`config.mk`:
```
export PLATFORM = sky130hd
export DESIGN_NAME = regfile_param_flat
export DESIGN_NICKNAME = d
export VERILOG_FILES = /design/src/rtl/regfile_param_if.sv /design/src/rtl/regfile_param.sv /design/src/flat_wrapper.sv
export SDC_FILE = /design/constraint.sdc
export NUM_CORES = 1
export LEC_CHECK = 0
export CORE_ASPECT_RATIO = 0.5
export CORE_MARGIN = 10
export CORE_UTILIZATION = 55
export CTS_BUF_LIST = sky130_fd_sc_hd__clkbuf_4 sky130_fd_sc_hd__clkbuf_8
export DETAILED_ROUTE_END_ITERATION = 12
export GPL_ROUTABILITY_DRIVEN = 0
export PLACE_DENSITY_LB_ADDON = 0.2
export RECOVER_POWER = 50
export SLEW_MARGIN = 5
export SYNTH_ARGS = -nofsm -noshare
export SYNTH_HDL_FRONTEND = slang
export SYNTH_SLANG_ARGS = --single-unit
```
`constraint.sdc`:
```
create_clock -name Clk -period 3.8 [get_ports Clk]
set_clock_uncertainty 0.15 [all_clocks]
set_input_delay 0.57 -clock Clk [delete_from_list [all_inputs] [get_ports Clk]]
set_output_delay 0.57 -clock Clk [all_outputs]
set_load 0.03 [all_outputs]
```
`src/rtl/regfile_param_if.sv`:
```
// Bus bundle for regfile_param: two read ports, one write port, clear request and status.
interface regfile_param_if #(
   parameter int DATA_W = 32,
   parameter int ADDR_W = 5
);
   logic [ADDR_W-1:0] Ard1;
   logic [ADDR_W-1:0] Ard2;
   logic [ADDR_W-1:0] Awr;
   logic [DATA_W-1:0] Din;
   logic              WrEn;
   logic              ClrReq;
   logic [DATA_W-1:0] Dout1;
   logic [DATA_W-1:0] Dout2;
   logic              Ready;

   modport master (
      output Ard1, Ard2, Awr, Din, WrEn, ClrReq,
      input  Dout1, Dout2, Ready
   );

   modport slave (
      input  Ard1, Ard2, Awr, Din, WrEn, ClrReq,
      output Dout1, Dout2, Ready
   );
endinterface

```
`src/rtl/regfile_param.sv`:
```
// Parameterised 2-read/1-write register file with registered reads, write-first bypass,
// optional hardwired-zero register 0 and a sequential clear FSM entered on reset or ClrReq.
module regfile_param #(
   parameter int DATA_W   = 32,
   parameter int ADDR_W   = 5,
   parameter int ZERO_REG = 1
) (
   input  logic           Clk,
   input  logic           Resetin,
   regfile_param_if.slave rf
);

   localparam int              DEPTH    = 1 << ADDR_W;
   localparam logic [ADDR_W-1:0] CNT_LAST = ADDR_W'(DEPTH - 1);
   localparam bit              ZERO_IS  = (ZERO_REG != 0);

   typedef enum logic {CLEAR = 1'b0, READY = 1'b1} state_t;

   state_t              r_state;
   state_t              w_state_nxt;
   logic [ADDR_W-1:0]   r_clr_cnt;
   logic [DATA_W-1:0]   r_mem [DEPTH];
   logic [DATA_W-1:0]   r_dout1;
   logic [DATA_W-1:0]   r_dout2;
   logic                w_wr_acc;
   logic                w_clr_last;

   // Register 0 masking wins over bypass so a discarded write never leaks to a reader.
   function automatic logic [DATA_W-1:0] read_sel(
      input logic [ADDR_W-1:0] ard,
      input logic              wr_acc,
      input logic [ADDR_W-1:0] awr,
      input logic [DATA_W-1:0] din,
      input logic [DATA_W-1:0] word
   );
      if (ZERO_IS && ard == '0) return '0;
      if (wr_acc && awr == ard) return din;
      return word;
   endfunction

   always_comb begin
      w_state_nxt = r_state;
      w_clr_last  = (r_clr_cnt == CNT_LAST);
      w_wr_acc    = 1'b0;
      case (r_state)
         CLEAR: if (w_clr_last) w_state_nxt = READY;
         READY: begin
            if (rf.ClrReq) w_state_nxt = CLEAR;
            w_wr_acc = rf.WrEn && !rf.ClrReq && !(ZERO_IS && rf.Awr == '0);
         end
         default: w_state_nxt = CLEAR;
      endcase
   end

   always_ff @(posedge Clk) begin
      if (!Resetin) r_state <= CLEAR;
      else          r_state <= w_state_nxt;
   end

   // Counter parks on the last entry instead of wrapping; ClrReq rearms it at 0.
   always_ff @(posedge Clk) begin
      if (!Resetin) begin
         r_clr_cnt <= '0;
      end else if (r_state == CLEAR) begin
         if (!w_clr_last) r_clr_cnt <= r_clr_cnt + 1'b1;
      end else if (rf.ClrReq) begin
         r_clr_cnt <= '0;
      end
   end

   always_ff @(posedge Clk) begin
      if (Resetin) begin
         if (r_state == CLEAR) r_mem[r_clr_cnt] <= '0;
         else if (w_wr_acc)    r_mem[rf.Awr]    <= rf.Din;
      end
   end

   always_ff @(posedge Clk) begin
      if (!Resetin || r_state == CLEAR) begin
         r_dout1 <= '0;
         r_dout2 <= '0;
      end else begin
         r_dout1 <= read_sel(rf.Ard1, w_wr_acc, rf.Awr, rf.Din, r_mem[rf.Ard1]);
         r_dout2 <= read_sel(rf.Ard2, w_wr_acc, rf.Awr, rf.Din, r_mem[rf.Ard2]);
      end
   end

   assign rf.Dout1 = r_dout1;
   assign rf.Dout2 = r_dout2;
   assign rf.Ready = (r_state == READY);

endmodule

```
`src/flat_wrapper.sv`:
```
// flat-port wrapper written by rule: the top's interface ports become plain ports
module regfile_param_flat 
#(
   parameter int DATA_W   = 32,
   parameter int ADDR_W   = 5,
   parameter int ZERO_REG = 1
)
  (Clk, Resetin, rf_Ard1, rf_Ard2, rf_Awr, rf_Din, rf_WrEn, rf_ClrReq, rf_Dout1, rf_Dout2, rf_Ready);
  regfile_param_if #(.DATA_W(DATA_W), .ADDR_W(ADDR_W)) rf_i ();
  input  logic Clk;
  input  logic Resetin;
  input wire logic [$bits(rf_i.Ard1)-1:0] rf_Ard1;
  input wire logic [$bits(rf_i.Ard2)-1:0] rf_Ard2;
  input wire logic [$bits(rf_i.Awr)-1:0] rf_Awr;
  input wire logic [$bits(rf_i.Din)-1:0] rf_Din;
  input wire logic [$bits(rf_i.WrEn)-1:0] rf_WrEn;
  input wire logic [$bits(rf_i.ClrReq)-1:0] rf_ClrReq;
  output wire logic [$bits(rf_i.Dout1)-1:0] rf_Dout1;
  output wire logic [$bits(rf_i.Dout2)-1:0] rf_Dout2;
  output wire logic [$bits(rf_i.Ready)-1:0] rf_Ready;
  assign rf_i.Ard1 = rf_Ard1;
  assign rf_i.Ard2 = rf_Ard2;
  assign rf_i.Awr = rf_Awr;
  assign rf_i.Din = rf_Din;
  assign rf_i.WrEn = rf_WrEn;
  assign rf_i.ClrReq = rf_ClrReq;
  assign rf_Dout1 = rf_i.Dout1;
  assign rf_Dout2 = rf_i.Dout2;
  assign rf_Ready = rf_i.Ready;
  regfile_param #(.DATA_W(DATA_W), .ADDR_W(ADDR_W), .ZERO_REG(ZERO_REG)) u_core (.Clk(Clk), .Resetin(Resetin), .rf(rf_i));
endmodule
```
Word level (Yosys, flattened, before mapping):

Memories as Yosys holds them, arrays and structs flattened.
Cells that the tools add are included.

* RAM bits: 1024
* bits of input ports: 51
* latch bits: 0
* logic and storage cells: 60
* bits in registers: 70
* output and inout port bits: 65
* ROM bits: 0
* memories: 1

* div/mod/pow operators: 0
* bitwise gates (word level): 1
* $mul: 0
* multiplexer cells: 35
* add/sub/neg operators: 1
* equality and inequality tests: 5
* reduce and logical (&&, ||, !) cells: 13
* shifts and indexed selects: 0
* $lt $le $gt $ge: 0

Memories
* u_core.r_mem: words 32, bits a word 32, rd ports 2, clocked after Yosys merged registers in 0, wr ports 1, RTL line regfile_param.sv:22 `logic [DATA_W-1:0] r_mem [DEPTH];`

Operator list (number)
* $mux 32: 9
* $reduce_or 32->1: 1
* $mux 1: 21
* $mux 5: 4
* $logic_not 5->1: 3
* $eq 5x5->1: 2
* $add 5x1->5 const B: 1
* $eq 5x5->1 const B: 1
* $logic_and 1x1->1: 4
* $logic_not 1->1: 3
* $ne 2x1->1 const B: 1
* $ne 2x2->1 const B: 1
* $pmux 1 s2: 1
* $reduce_and 2->1: 1
* $logic_or 1x1->1: 1
* $not 1->1: 1

Depth between registers and ports, before layout:

Gate-level depths: netlist of the first run.

* depth in word-level cells: 10
* depth in mapped cells: 8
* mapped depth without buffers: 7

Worst setup path before layout of the first run:

No wires, ideal clock.

* path type: flip-flop to flip-flop
* start point: reg u_core.r_state, in the netlist u_core.rf.Ready
* end point: mem u_core.r_mem[17][0], enable pin
* period minus slack after synthesis: 3.897 ns
* data arrival time: 3.326 ns
* setup time: 0.421 ns
* stages on the path, launching flop included: 8
* path slack: -0.097 ns
* cell sequence: dfxtp_1 buf_2 nand3b_1 a211oi_2 buf_2 mux2i_1 nand2_1 nor2_1

* cells in the longest elaborated chain, start to end: 7

Ends and longest elaborated chain
* start: declaration: RTL line regfile_param.sv:19 `state_t r_state;`
* start signal: assignment: RTL line regfile_param.sv:57 `else r_state <= w_state_nxt;`
* $mux 1: RTL line regfile_param.sv:45 `case (r_state)`
* $mux 1: RTL line regfile_param.sv:74 `else if (w_wr_acc) r_mem[rf.Awr] <= rf.Din;`
* $mux 1: RTL line regfile_param.sv:73 `if (r_state == CLEAR) r_mem[r_clr_cnt] <= '0;`
* $mux 1: RTL line regfile_param.sv:72 `if (Resetin) begin`
* $mux 1 (not written as such): RTL line regfile_param.sv:74
* $reduce_or 32->1 (no line)
* $mux 5 (no line) / $mux 1 (equally long branches)
* end: declaration: RTL line regfile_param.sv:22

Parallel ways exist; a longest one is shown, timed or not.

Worst setup path after layout of the first run:

* start point: reg u_core.r_state, in the netlist u_core.rf.Ready
* end point: mem u_core.r_mem[10][10], data pin

* cells in the longest elaborated chain, start to end: 7

Ends and longest elaborated chain (RTL line)
* $mux 1: regfile_param.sv:45
* $mux 1: regfile_param.sv:74
* $mux 1 *: regfile_param.sv:73
* $mux 1 *: regfile_param.sv:72
* $mux 1 (not written as such) *: regfile_param.sv:74
* $reduce_or 32->1 (no line) *
* $mux 32 (no line) *

Mark *: on every way between the ends. The rest lies on a longest branch, timed or not.

==> metrics.md, run 1 <==
| Metric | Value |
|---|---|
| Status | `completed` |
| Total CTS buffers | `152` |
| Pleak | `16.7 nW` |
| HPWL Detailed | `101 mm` |
| Post-CTS Setup Inserts | `0` |
| GR Util met2 | `0.428` |
| Number of distinct library cells after synthesis | `43` |
| # DRC | `0` |
| Num rows | `77` |
| Share of post-route cells with drive strength above 1 | `0.292` |
| Crit path kind | `reg -> reg` |
| Max-cap viol count | `0` |
| WHS | `0.249 ns` |
| Mean post-synth cell area | `18.4 µm²` |
| Grt met1 use | `0.419` |
| Busiest grt layer | `met2` |
| Routed vias/inst | `7.21` |
| Die height | `232 µm` |
| RSZ-0062 raised after global routing | `false` |
| Syn Nets | `2,750` |
| Cts hold-fix bufs | `0` |
| FF+latch count, synth | `1,094` |
| Final ANT Viol Nets | `0` |
| Final period util | `0.899` |
| CTS tree | `done` |
| GR Layer Usage met3 | `0.0781` |
| Worst-Margin Slew | `1.22 ns` |
| Die X-Extent | `445 µm` |
| Fin crit period | `3.42 ns` |
| Peak supply drop | `0.000355 V` |
| H-tree levels | `4` |
| Iter 0 DRT Violations | `5,119` |
| Sequential area share after synthesis | `0.648` |
| Reg clk slew, reported paths | `0.07 ns` |
| Largest net degree at the start of global routing | `63` |
| Root buffer cell | `clkbuf_8` |
| Fmax achieved | `293 MHz` |
| Deepest clock path buffer count | `3` |
| Crit-path max FO | `32` |
| Num ports | `116` |
| Final slew viol count | `0` |
| First-pass GRT wire length | `217 mm` |
| Worst Path Required | `4.18 ns` |
| Net count, final | `3,030` |
| Core area | `88,900 µm²` |
| Rel. slew slack | `0.190` |
| Setup Viol. Count Final | `0` |
| Vias | `30,900` |
| Initial Util | `0.558` |
| Power Total | `23.8 mW` |
| Remaining global-route overflow | `0` |
| P&R area growth vs syn | `14.2%` |
| Worst-Skew Late Latency | `0.86 ns` |
| Final hold violations | `0` |
| Startpoint types | `flop` |
| Synthesis Warnings | `0` |
| Syn Std Cell Area | `49,600 µm²` |
| Post-synthesis async set-or-reset flop share | `0` |
| Clk sinks | `1,094` |
| Port bufs | `115` |
| Worst Path Arrival | `3.80 ns` |
| Routed Wire Length | `153 mm` |
| Main synth FF type | `edfxtp_1` |
| Die Area | `103,000 µm²` |
| Gr usage total | `0.292` |
| CTS resizes | `0` |
| Post-synth EDFFs | `1,024` |
| Post-Syn Instances | `2,697` |
| WL per Instance | `35.7 µm` |
| TritonRoute pass-1 iters | `6` |
| Power density over the cells | `420 nW/µm²` |
| Worst min-delay path class | `in -> reg` |
| Kind of end point of the critical path | `flop` |
| Vias in the first global route | `29,900` |
| Initial antenna violation count | `5` |
| Fillcell total | `6,077` |
-- worst paths after layout --
path	to	slack, ns	start	depth (start not counted)
max	u_core.r_mem[10][10]$_DFFE_PP_	0.38	u_core.rf.Ready$_SDFF_PN0_	5
min	u_core.rf.Dout2[11]$_SDFF_PP0_	0.25	rf_Din[11]	2
max reg2reg	u_core.r_mem[10][10]$_DFFE_PP_	0.38	u_core.rf.Ready$_SDFF_PN0_	5
min reg2reg	u_core.r_clr_cnt[2]$_SDFFE_PN0P_	0.47	u_core.r_clr_cnt[2]$_SDFFE_PN0P_	1
-- through the flow --
step | area [µm²] | TNS, ns | util | setup WS, ns | std cells
5_1_grt | 56700 | 0 | 0.637 | 0.224 | 4284
4_1_cts | 56800 | 0 | 0.639 | 0.667 | 4282
3_3_place_gp | 53900 | 0 | 0.606 | 0.208 | 4008
2_1_floorplan | 49700 | -39.54 | - | -0.0968 | 2697
6_report | 56700 | 0 | 0.637 | 0.385 | 4284
3_5_place_dp | 53900 | 0 | 0.606 | 0.155 | 4008
-- cell usage in the layout, fill, tap and decap left out, drive strengths merged, types with 4 or more instances in the layout --
cell / count
buf: 206
nor3: 5
clkdlybuf4s50: 43
nor2b: 4
xnor2: 10
inv: 15
dlygate4sd3: 64
and2: 35
clkinvlp: 4
nand2b: 5
o21ai: 65
clkinv: 56
a221oi: 128
a221o: 64
mux2i: 260
clkbuf: 239
mux4: 384
a22oi: 194
nand2: 14
dfxtp: 70
edfxtp: 1024
nor2: 113
a21oi: 67
-- report_power, final --
| part | internal (mW) | total, mW | switching, mW |
|---|---|---|---|
| combinational | 0.639 | 1.68 | 1.04 |
| clock | 4.46 | 9.04 | 4.58 |
| sequential | 13.1 | 13.1 | 0.0402 |
-- state kept, by name, indices dropped and copies added (netlist names) --
name / count
u_core.r_mem: 1024
u_core.rf.Dout1: 32
u_core.rf.Dout2: 32
u_core.r_clr_cnt: 5
u_core.rf.Ready: 1
-- synth_stat cells, types with 4 or more instances --
cell,number,area (µm²)
o21ai_1,30,150
xnor2_1,10,87.6
edfxtp_1,1024,30700
dfxtp_1,70,1400
nor2_1,113,424
buf_6,19,214
buf_2,58,290
buf_1,32,120
and2_1,35,219
a22oi_1,194,1460
o21ai_0,35,175
a221o_1,64,641
nor2b_1,4,25.0
inv_1,7,26.3
nand2_1,14,52.6
nand2b_1,5,31.3
clkbuf_1,77,289
a221oi_1,128,1120
buf_4,33,248
nor3_1,4,20.0
mux2i_1,260,2600
a21oi_1,67,335
mux4_2,384,8650
-- cell families after synthesis --
group | synth area share
flops | 0.648
compound gates | 0.0808
simple gates | 0.0182
mux | 0.227
buf+inv | 0.0241
fa+ha+maj | 0.000504
xor+xnor | 0.00176
-- worst max-delay path: stages, from the launching register on --
cell,delay (ns)
dfxtp_1,0.53
nand3b_1,0.25
a211oi_4,0.53
clkbuf_1,0.78
and2_0,0.22
clkbuf_2,0.60
-- metal layers --
metal | vias to the layer above | wire length (µm)
li1 | 12200 | -
met1 | 15900 | 58500
met2 | 2444 | 68400
met3 | 316 | 20400
met4 | 2 | 5710
met5 | - | 10
-- cell type report --
type / instances / area [µm²] / share of cell area
clock inverters: 68 / 387 / 0.00682
repair buffers: 346 / 3450 / 0.0608
well taps: 1185 / 1480 / 0.0262
multi-input cells: 1375 / 16600 / 0.294
inverters: 8 / 30.0 / 0.000530
diodes: 2 / 5.00 / 0.0000883
flip-flops and latches: 1094 / 32200 / 0.567
clock buffers: 206 / 2550 / 0.0449
No activity file was read; power rests on OpenSTA's default activity.
==> inputs of run 2 (changes only) <==
--- a/config.mk
+++ b/config.mk
@@ -5,9 +5,11 @@
 export SDC_FILE = /design/constraint.sdc
 export NUM_CORES = 1
 export LEC_CHECK = 0
+export CELL_PAD_IN_SITES_DETAIL_PLACEMENT = 2
+export CELL_PAD_IN_SITES_GLOBAL_PLACEMENT = 2
 export CORE_ASPECT_RATIO = 0.5
 export CORE_MARGIN = 10
-export CORE_UTILIZATION = 55
+export CORE_UTILIZATION = 45
 export CTS_BUF_LIST = sky130_fd_sc_hd__clkbuf_4 sky130_fd_sc_hd__clkbuf_8
 export DETAILED_ROUTE_END_ITERATION = 12
 export GPL_ROUTABILITY_DRIVEN = 0
==> run 2 against run 1 <==
  * Cell area up 2.2%
  * Clock power up 11%
  * Worst setup slack lost 0.0055 ns
  * Power is 4.2% higher
  * Combinational power increased by 2%
  * Flip-flop and latch count unchanged
==> metrics.md, run 2 (synthesis gave the netlist of run 1 again) <==
| Metric | Value |
|---|---|
| Fmax achieved | `292 MHz (was 293 MHz)` |
| CP Capture Point | `u_core.r_mem[26][22]$_DFFE_PP_ (was u_core.r_mem[10][10]$_DFFE_PP_)` |
| Setup Viol. Count Final | `0 (unchanged)` |
| Remaining global-route overflow | `0 (unchanged)` |
| Vias in the first global route | `33,800 (was 29,900)` |
| Worst reg2reg startpoint | `u_core.rf.Ready$_SDFF_PN0_ (unchanged)` |
| TritonRoute pass-1 iters | `5 (was 6)` |
| RSZ-0062 raised after global routing | `false (unchanged)` |
| Finished Core Util | `0.528 (was 0.637)` |
| Reg with most FFs | `u_core.r_mem (unchanged)` |
| Total CTS buffers | `164 (was 152)` |
| Worst Path Arrival | `3.83 ns (was 3.80 ns)` |
| Worst-Margin Slew | `1.19 ns (was 1.22 ns)` |
| Worst min-delay path class | `in -> reg (unchanged)` |
| Num ports | `116 (unchanged)` |
| Vias | `31,700 (was 30,900)` |
| Post-CTS Setup Inserts | `0 (unchanged)` |
| Post-route insts no fill | `4,593 (was 4,284)` |
| HPWL Detailed | `120 mm (was 101 mm)` |
| Worst-Skew Late Latency | `0.88 ns (was 0.86 ns)` |
| Pleak | `17.1 nW (was 16.7 nW)` |
| Die Area | `125,000 µm² (was 103,000 µm²)` |
| Kind of end point of the critical path | `flop (unchanged)` |
| Rel. slew slack | `0.204 (was 0.190)` |
| Capturing point of the worst reg2reg path | `u_core.r_mem[26][22]$_DFFE_PP_ (was u_core.r_mem[10][10]$_DFFE_PP_)` |
| Pre-CTS setup slack | `0.150 ns (was 0.155 ns)` |
| P&R area growth vs syn | `16.7% (was 14.2%)` |
| Cell area after placement | `54,800 µm² (was 53,900 µm²)` |
| Share of post-route cells with drive strength above 1 | `0.307 (was 0.292)` |
| H-tree levels | `4 (unchanged)` |
| Commonest cells after routing, fill and taps aside | `edfxtp_1, mux4_2, mux2i_1, a22oi_1, clkbuf_8 (unchanged)` |
| Startpoint types | `flop (unchanged)` |
| Power density over the cells | `428 nW/µm² (was 420 nW/µm²)` |
| Iter 0 DRT Violations | `4,291 (was 5,119)` |
| Max-cap viol count | `0 (unchanged)` |
| Die X-Extent | `490 µm (was 445 µm)` |
| Fin crit period | `3.42 ns (about the same)` |
| Final ANT Viol Nets | `0 (unchanged)` |
| Die height | `255 µm (was 232 µm)` |
| Crit-path max FO | `32 (unchanged)` |
| Placed cells | `4,301 (was 4,008)` |
| Net count, final | `3,068 (was 3,030)` |
| Initial antenna violation count | `7 (was 5)` |
| Worst R2R Setup Slack | `0.38 ns (about the same)` |
| Cts hold-fix bufs | `0 (unchanged)` |
| Reg clk slew, reported paths | `0.07 ns (about the same)` |
| Status | `completed (unchanged)` |
| Final slew viol count | `0 (unchanged)` |
| Routed vias/inst | `6.90 (was 7.21)` |
| Initial Util | `0.452 (was 0.558)` |
| Worst setup margin | `0.379 ns (was 0.385 ns)` |
| # DRC | `0 (unchanged)` |
| Reg2Reg Depth | `5 (unchanged)` |
| Clk sinks | `1,094 (unchanged)` |
| Final hold violations | `0 (unchanged)` |
| Crit path kind | `reg -> reg (unchanged)` |
| CTS resizes | `0 (unchanged)` |
| Max reg flops | `1,024 (unchanged)` |
| Most common cell after layout, fill and taps aside | `edfxtp_1 (unchanged)` |
| Worst Path Required | `4.20 ns (was 4.18 ns)` |
| Num rows | `86 (was 77)` |
| Largest net degree at the start of global routing | `65 (was 63)` |
| Finished Cell Area | `58,000 µm² (was 56,700 µm²)` |
| Deepest clock path buffer count | `3 (unchanged)` |
| WL per Instance | `40.2 µm (was 35.7 µm)` |
| Gr usage total | `0.294 (was 0.292)` |
| Start point of the critical path | `u_core.rf.Ready$_SDFF_PN0_ (unchanged)` |
| First-pass GRT wire length | `262 mm (was 217 mm)` |
| Peak supply drop | `0.000324 V (was 0.000355 V)` |
| CTS tree | `done (unchanged)` |
| Core area | `110,000 µm² (was 88,900 µm²)` |
| Root buffer cell | `clkbuf_8 (unchanged)` |
| Routed Wire Length | `184 mm (was 153 mm)` |
| Final period util | `0.900 (was 0.899)` |
| Port bufs | `115 (unchanged)` |
-- run 2: cell types whose count changed in the layout (fill, tap and decap cells not counted), sizes merged --
cell,previous run,this run
buf,206,241
clkinv,56,40
clkbuf,239,272
diode,2,1
inv,15,8
clkinvlp,4,2
-- run 2: stage by stage --
stage	total power [mW]	TNS [ns]	hold WS (ns)
global route	25.5	0	0.209
global placement	15.0	0	0.436
detailed placement	15.1	0	0.483
finish	24.8	0	0.234
floorplan	14.3	-39.54	0.346
CTS	24.9	0	0.156
-- run 2: layout make-up --
type,count,area [µm²]
diodes,1,2.50
clock buffers,248,3030
clock inverters,43,213
fillers,9533,51800
inverters,8,30.0
multi-input cells,1375,16700
flip-flops and latches,1094,32200
well taps,1452,1820
repair buffers,372,4050
-- run 2: worst min path at each step --
stage                                startpoint                                to  cells past startpoint
6_report                             rf_Din[23]    u_core.rf.Dout1[23]$_SDFF_PP0_                      2
5_1_grt                               rf_Din[4]     u_core.rf.Dout1[4]$_SDFF_PP0_                      2
4_1_cts                               rf_Din[7]     u_core.rf.Dout1[7]$_SDFF_PP0_                      2
3_5_place_dp   u_core.r_clr_cnt[4]$_SDFFE_PN0P_  u_core.r_clr_cnt[4]$_SDFFE_PN0P_                      2
3_3_place_gp   u_core.r_clr_cnt[2]$_SDFFE_PN0P_  u_core.r_clr_cnt[2]$_SDFFE_PN0P_                      2
2_1_floorplan  u_core.r_clr_cnt[2]$_SDFFE_PN0P_  u_core.r_clr_cnt[2]$_SDFFE_PN0P_                      1
-- run 2: layer usage --
metal,routed length (µm),GRT usage
met1,74900,0.400
met5,0,0
met2,87700,0.468
met4,6940,0.117
met3,15000,0.0572
-- run 2: report_power, final --
| group | internal, mW | total [mW] | switching (mW) |
|---|---|---|---|
| sequential | 13.1 | 13.1 | 0.0479 |
| clock | 5.12 | 9.99 | 4.87 |
| combinational | 0.647 | 1.72 | 1.07 |
-- run 2: worst max-delay path: stages, from the launching register on --
cell      delay (ns)
dfxtp_1         0.57
nand3b_1        0.26
a211oi_4        0.54
clkbuf_1        0.75
and2_1          0.23
clkbuf_2        0.56
